--- src/rtl/dmem_arbiter.sv ---
`default_nettype none
// ============================================================================
// Module   : dmem_arbiter
// Brief    : Two-port round-robin arbiter/sequencer in front of the byte-
//            addressed data RAM. One request at a time: accept, one RAM
//            access, one response pulse. Handles load extension and flags
//            misaligned / out-of-range requests.
// Revision : 1.0  initial release
// ============================================================================
module dmem_arbiter #(
    parameter int                        ADDRESS_LENGTH = 32,
    parameter logic [ADDRESS_LENGTH-1:0] ADDR_MAX       = 32'h1FFFF
) (
    input  logic                      clk,
    input  logic                      rst_n,

    input  logic                      p0_valid,
    output logic                      p0_ready,
    input  logic [ADDRESS_LENGTH-1:0] p0_addr,
    input  logic [ADDRESS_LENGTH-1:0] p0_wdata,
    input  logic [1:0]                p0_size,
    input  logic                      p0_write,
    input  logic                      p0_unsigned,
    output logic                      p0_resp_valid,
    output logic                      p0_resp_err,
    output logic [ADDRESS_LENGTH-1:0] p0_rdata,

    input  logic                      p1_valid,
    output logic                      p1_ready,
    input  logic [ADDRESS_LENGTH-1:0] p1_addr,
    input  logic [ADDRESS_LENGTH-1:0] p1_wdata,
    input  logic [1:0]                p1_size,
    input  logic                      p1_write,
    input  logic                      p1_unsigned,
    output logic                      p1_resp_valid,
    output logic                      p1_resp_err,
    output logic [ADDRESS_LENGTH-1:0] p1_rdata,

    output logic [ADDRESS_LENGTH-1:0] mem_a,
    output logic [ADDRESS_LENGTH-1:0] mem_wd,
    output logic                      mem_sw,
    output logic                      mem_sh,
    output logic                      mem_sb,
    input  logic [ADDRESS_LENGTH-1:0] mem_rd
);

    localparam int c_XW = ADDRESS_LENGTH + 1;

    typedef enum logic [1:0] {
        S_IDLE   = 2'd0,
        S_ACCESS = 2'd1,
        S_RESP   = 2'd2
    } state_t;

    state_t                    r_state;
    logic                      r_rr;        // port preferred on a tie
    logic                      r_gnt;       // port owning the current request
    logic [ADDRESS_LENGTH-1:0] r_addr;
    logic [ADDRESS_LENGTH-1:0] r_wdata;
    logic [1:0]                r_size;
    logic                      r_write;
    logic                      r_unsigned;
    logic                      r_err;
    logic [ADDRESS_LENGTH-1:0] r_rdata;

    logic                      w_idle;
    logic                      w_gnt;
    logic [ADDRESS_LENGTH-1:0] w_addr;
    logic [ADDRESS_LENGTH-1:0] w_wdata;
    logic [1:0]                w_size;
    logic                      w_write;
    logic                      w_unsigned;
    logic [1:0]                w_span;
    logic [c_XW-1:0]           w_last;
    logic                      w_err;
    logic                      w_store;
    logic                      w_resp;
    logic [ADDRESS_LENGTH-1:0] w_load;

    // Arbitration: a lone requester wins, a tie goes to the rr pointer.
    assign w_idle   = (r_state == S_IDLE) & rst_n;
    assign w_gnt    = p1_valid & (~p0_valid | r_rr);
    assign p0_ready = w_idle & p0_valid & ~w_gnt;
    assign p1_ready = w_idle & w_gnt;

    assign w_addr     = w_gnt ? p1_addr     : p0_addr;
    assign w_wdata    = w_gnt ? p1_wdata    : p0_wdata;
    assign w_size     = w_gnt ? p1_size     : p0_size;
    assign w_write    = w_gnt ? p1_write    : p0_write;
    assign w_unsigned = w_gnt ? p1_unsigned : p0_unsigned;

    // Last byte touched, computed one bit wider so the range check cannot wrap.
    assign w_span = (w_size == 2'b10) ? 2'd3 : (w_size == 2'b01) ? 2'd1 : 2'd0;
    assign w_last = {1'b0, w_addr} + {{(c_XW-2){1'b0}}, w_span};
    assign w_err  = (w_size == 2'b11)
                  | ((w_size == 2'b01) & w_addr[0])
                  | ((w_size == 2'b10) & (|w_addr[1:0]))
                  | (w_last > {1'b0, ADDR_MAX});

    // Store strobes are gated by rst_n so a store caught by reset never commits.
    assign w_store = rst_n & (r_state == S_ACCESS) & r_write & ~r_err;
    assign mem_sb  = w_store & (r_size == 2'b00);
    assign mem_sh  = w_store & (r_size == 2'b01);
    assign mem_sw  = w_store & (r_size == 2'b10);
    assign mem_a   = r_addr;
    assign mem_wd  = r_wdata;

    // Response is steered to the granted port only.
    assign w_resp        = (r_state == S_RESP);
    assign p0_resp_valid = w_resp & ~r_gnt;
    assign p1_resp_valid = w_resp &  r_gnt;
    assign p0_resp_err   = p0_resp_valid & r_err;
    assign p1_resp_err   = p1_resp_valid & r_err;
    assign p0_rdata      = p0_resp_valid ? r_rdata : '0;
    assign p1_rdata      = p1_resp_valid ? r_rdata : '0;

    // Select and extend the load lane from the RAM read word.
    always_comb begin
        w_load = mem_rd;
        case (r_size)
            2'b00:   w_load = {{(ADDRESS_LENGTH-8){~r_unsigned & mem_rd[7]}},   mem_rd[7:0]};
            2'b01:   w_load = {{(ADDRESS_LENGTH-16){~r_unsigned & mem_rd[15]}}, mem_rd[15:0]};
            default: w_load = mem_rd;
        endcase
    end

    // Request sequencer: IDLE -> ACCESS -> RESP -> IDLE.
    always_ff @(posedge clk) begin
        if (!rst_n) begin
            r_state    <= S_IDLE;
            r_rr       <= 1'b0;
            r_gnt      <= 1'b0;
            r_addr     <= '0;
            r_wdata    <= '0;
            r_size     <= 2'b00;
            r_write    <= 1'b0;
            r_unsigned <= 1'b0;
            r_err      <= 1'b0;
            r_rdata    <= '0;
        end else begin
            case (r_state)
                S_IDLE: begin
                    if (p0_valid | p1_valid) begin
                        r_gnt      <= w_gnt;
                        r_addr     <= w_addr;
                        r_wdata    <= w_wdata;
                        r_size     <= w_size;
                        r_write    <= w_write;
                        r_unsigned <= w_unsigned;
                        r_err      <= w_err;
                        r_state    <= S_ACCESS;
                    end
                end
                S_ACCESS: begin
                    r_rdata <= (r_write | r_err) ? '0 : w_load;
                    r_state <= S_RESP;
                end
                S_RESP: begin
                    r_rr    <= ~r_gnt;
                    r_state <= S_IDLE;
                end
                default: r_state <= S_IDLE;
            endcase
        end
    end

endmodule
`default_nettype wire

--- config.mk ---
export PLATFORM = sky130hd
export DESIGN_NAME = dmem_arbiter
export DESIGN_NICKNAME = d
export VERILOG_FILES = /design/src/rtl/dmem_arbiter.sv
export SDC_FILE = /design/constraint.sdc
export NUM_CORES = 1
export LEC_CHECK = 0
export BUFFER_PORTS_ARGS = -buffer_cell sky130_fd_sc_hd__buf_2
export CAP_MARGIN = 30
export CORE_AREA = 2 2 119 121
export DETAILED_ROUTE_END_ITERATION = 12
export DIE_AREA = 0 0 121 123
export GPL_TIMING_DRIVEN = 0
export PLACE_DENSITY = 0.72
export RECOVER_POWER = 25
export SKIP_LAST_GASP = 1
export SYNTH_ARGS = -nofsm -noshare
export SYNTH_HDL_FRONTEND = slang
export SYNTH_SLANG_ARGS = --single-unit
--- constraint.sdc ---
create_clock -name clk -period 5.1 [get_ports clk]
set_input_delay 0.255 -clock clk [delete_from_list [all_inputs] [get_ports clk]]
set_output_delay 0.255 -clock clk [all_outputs]
set_load 0.05 [all_outputs]
==> flow_summary_export.csv <==
group,metric,value,unit
status,status,"finished clean",
critical_path,crit_slowest_cell,"fa_1",
critical_path,startpoint_type,"flip-flop",
yosys,syn_area,5680,sq um
cts,postCtsHoldBufs,0,
placement,io_buffers,307,
cts,ctsResizeCount,0,
global_routing,grt_max_degree,19,
placement,pre_cts_ws,0.440,ns
floorplanning,die_h,123,um
sta,timing.final.crit_share,91.2,%
sta,relSlewSlack,28.4,%
sta,skew,0.00576,ns
run,cap_viol_max_count,0,
routing,vias_per_cell,5.37,
critical_path,arrival,4.89,ns
sta,setup_viol,0,
critical_path,crit_required,5.34,ns
critical_path,cp_max_fo,10,
yosys,yosysSeqAreaShare,37.0,%
critical_path,critPathMaxStageDelay,0.43,ns
placement,routabilityCongestion,0.926,
layout,num_antenna_cells,0,
yosys,yosys.cell_types.count,55,
placement,hpwl,16.7,mm
global_routing,grt_pass1_wl,32.2,mm
yosys,post_synth.cell_area_avg,7.53,sq um
sta,worst_pin_slew,1.07,ns
sta,rsz0062_at_grt,"false",
yosys,syn-num-nets,932,
routing,postRouteAntennaNets,0,
yosys,synth-edff-count,0,
routing,dr.pass1.iters,5,
routing,drcViolationCount,0,
layout,drive_gt1_share,26.3,%
cts,insertion_delay,0.35,ns
yosys,synth_cells,754,
floorplanning,dieArea,14900,sq um
global_routing,antenna_found_initial,0,
cts,cts_buffers,9,
global_routing,overflow,0,
worst_hold_path,hp-class,"in -> reg",
floorplanning,fp.dieW,121,um
sta,final.setup.tns,0,ns
floorplanning,coreArea,13600,sq um
critical_path,critPathKind,"reg -> reg",
cts,postCtsSetupBuffers,0,
power,peakVddDrop,0.183,mV
yosys,synthFlopType,"dfxtp_1",
floorplanning,row_count,43,
cts,clock_sinks,105,
routing,vias,6747,
critical_path,crit_path_cell_trace,"and2b_1 -> buf_6 -> nor2_8 -> buf_4 -> buf_2 -> mux2i_1 -> inv_1 -> ha_1 -> inv_1 -> ha_1 -> inv_1 -> fa_1 -> nor4_1 -> mux2i_1 -> nor3_1 -> and4b_1 -> o22ai_1 -> a2111oi_2 -> a21oi_1",
critical_path,cp_num_buf_inv,6,
global_routing,grt_pass1_vias,6247,
layout,finalNetCount,1250,
sta,hold_viol_final,0,
sta,min_period,4.65,ns
layout,utilization,56.5,%
critical_path,end_kind,"flip-flop",
cts,clk_path_buf_depth,2,
power,p_leak,0.00350,uW
layout,syn2layout_area_growth,35.4,%
routing,wl_per_cell,16.9,um
power,p_per_area,320,nW/um^2
cts,clock-root-buffer,"clkbuf_16",
floorplanning,num_io_pins,309,
cts,cts_tree,"yes",
yosys,ys_seq_elements,105,
critical_path,critPathMostFrequentCell,"inv_1",
yosys,ys_async_sr_fraction,0,%
critical_path,crit_family,"simple AND/OR/NAND/NOR gates",
floorplanning,initial_core_util,41.7,%
sta,fmax,215,MHz
cts,htree_levels,3,
global_routing,grt_usage,27.5,%
routing,drtIter0Drc,475,
layout,n_fill_cell,1359,
sta,postLayoutSetupSlackWorst,0.447,ns
routing,wl,21.3,mm
sta,maxSlewViolCount,0,
yosys,yosysWarningCount,0,
cts,clk_pin_slew,0.07,ns
==> layout by cell type (no fill, tap or decap), drive strengths merged, types with 17 or more instances in the layout <==
cell type,count
and2,68
dfxtp,105
buf,255
nand2,133
a21oi,78
o21ai,30
nor2,73
clkbuf,119
mux2i,20
a31oi,39
a211oi,17
==> cell usage after synthesis, types with 2 or more instances <==
cell type / n / area share [%]
a21boi_0: 2 / 0.26
a2111oi_4: 2 / 0.97
a32oi_1: 3 / 0.46
clkbuf_1: 50 / 3.3
buf_4: 2 / 0.26
nand2b_1: 4 / 0.44
buf_2: 3 / 0.26
nand3_1: 9 / 0.79
a22oi_1: 8 / 1.1
nor3b_1: 3 / 0.40
a31oi_1: 39 / 4.3
mux2i_1: 20 / 3.5
or3_1: 4 / 0.44
nand4_1: 10 / 1.1
nor3_1: 11 / 0.97
or4b_2: 2 / 0.35
inv_1: 13 / 0.86
ha_1: 5 / 1.1
a21oi_1: 78 / 6.9
xnor2_1: 2 / 0.31
and2_1: 68 / 7.5
buf_6: 2 / 0.40
o22ai_1: 2 / 0.22
nand2_1: 132 / 8.7
nor4_1: 4 / 0.44
dfxtp_1: 105 / 37
a311oi_1: 15 / 2.3
xor2_1: 4 / 0.62
nor2_1: 72 / 4.8
and3_1: 7 / 0.77
o211ai_1: 2 / 0.26
or4_1: 2 / 0.26
o21ai_0: 30 / 2.6
a211oi_1: 17 / 2.2
o31ai_1: 2 / 0.26
==> sequential cells by signal, indices dropped and copies added (netlist names) <==
register / cells
mem_wd: 32
r_rr: 1
r_size: 2
r_state: 2
r_err: 1
mem_a: 32
r_rdata: 32
r_gnt: 1
r_unsigned: 1
r_write: 1
==> path summary, 6_finish.rpt <==
kind / to / startpoint / cells past startpoint / slack [ns]
worst max-delay path: r_err / r_rr / 19 / 0.45
worst min register to register: r_rdata[20] / r_rdata[20] / 2 / 0.46
worst max register to register: r_err / r_rr / 19 / 0.45
worst min-delay path: mem_wd[27] / p1_wdata[27] / 3 / 0.15
==> tightest hold or removal path, stage by stage <==
cell	delay [ns]
buf_2	0.10
nand2_1	0.04
a31oi_1	0.06
==> cell families after synthesis <==
group,synth area share (%)
and+or+nand+nor,28.7
AOI/OAI and AO/OA,22.6
DFF,37.0
buffers and inverters,5.29
muxes,3.99
xor gates and xnor gates,0.925
adders and majority gates,1.45
==> layout make-up <==
class	instances	area, sq um	area share (%)
Multi-Input combinational cell	576	3280	42.6
Sequential cell	105	2100	27.3
Timing Repair Buffer	307	1460	19.0
Buffer	58	244	3.17
Clock buffer	9	225	2.93
Tap cell	180	225	2.93
Clock inverter	7	100	1.30
Inverter	15	56.3	0.732
==> stage by stage <==
| step | area, sq um | hold WS (ns) | power (uW) | std cells |
|---|---|---|---|---|
| final | 7690 | 0.150 | 2460 | 1257 |
| after global routing | 7690 | 0.148 | 2570 | 1257 |
| after CTS | 7770 | 0.141 | 2490 | 1257 |
| after detailed placement | 7440 | 0.453 | 1720 | 1241 |
| after global placement | 7440 | 0.446 | 1720 | 1241 |
| after floorplan | 5680 | 0.403 | 1480 | 754 |
==> power breakdown <==
| group | internal [uW] | total [uW] | switching (uW) |
|---|---|---|---|
| clock network | 435 | 774 | 339 |
| registers | 907 | 960 | 53.3 |
| logic | 197 | 730 | 534 |
| total | 1540 | 2460 | 926 |
==> layer usage <==
metal  global-route usage, %  vias to the layer above  share of wire, %
li1                        -                     3279                 -
met2                    49.7                      308                50
met5                       0                        -                 0
met3                    5.40                       16               7.5
met1                    33.6                     3144                42
met4                    6.40                        0               1.0
Power figures use the tool's default switching activity.
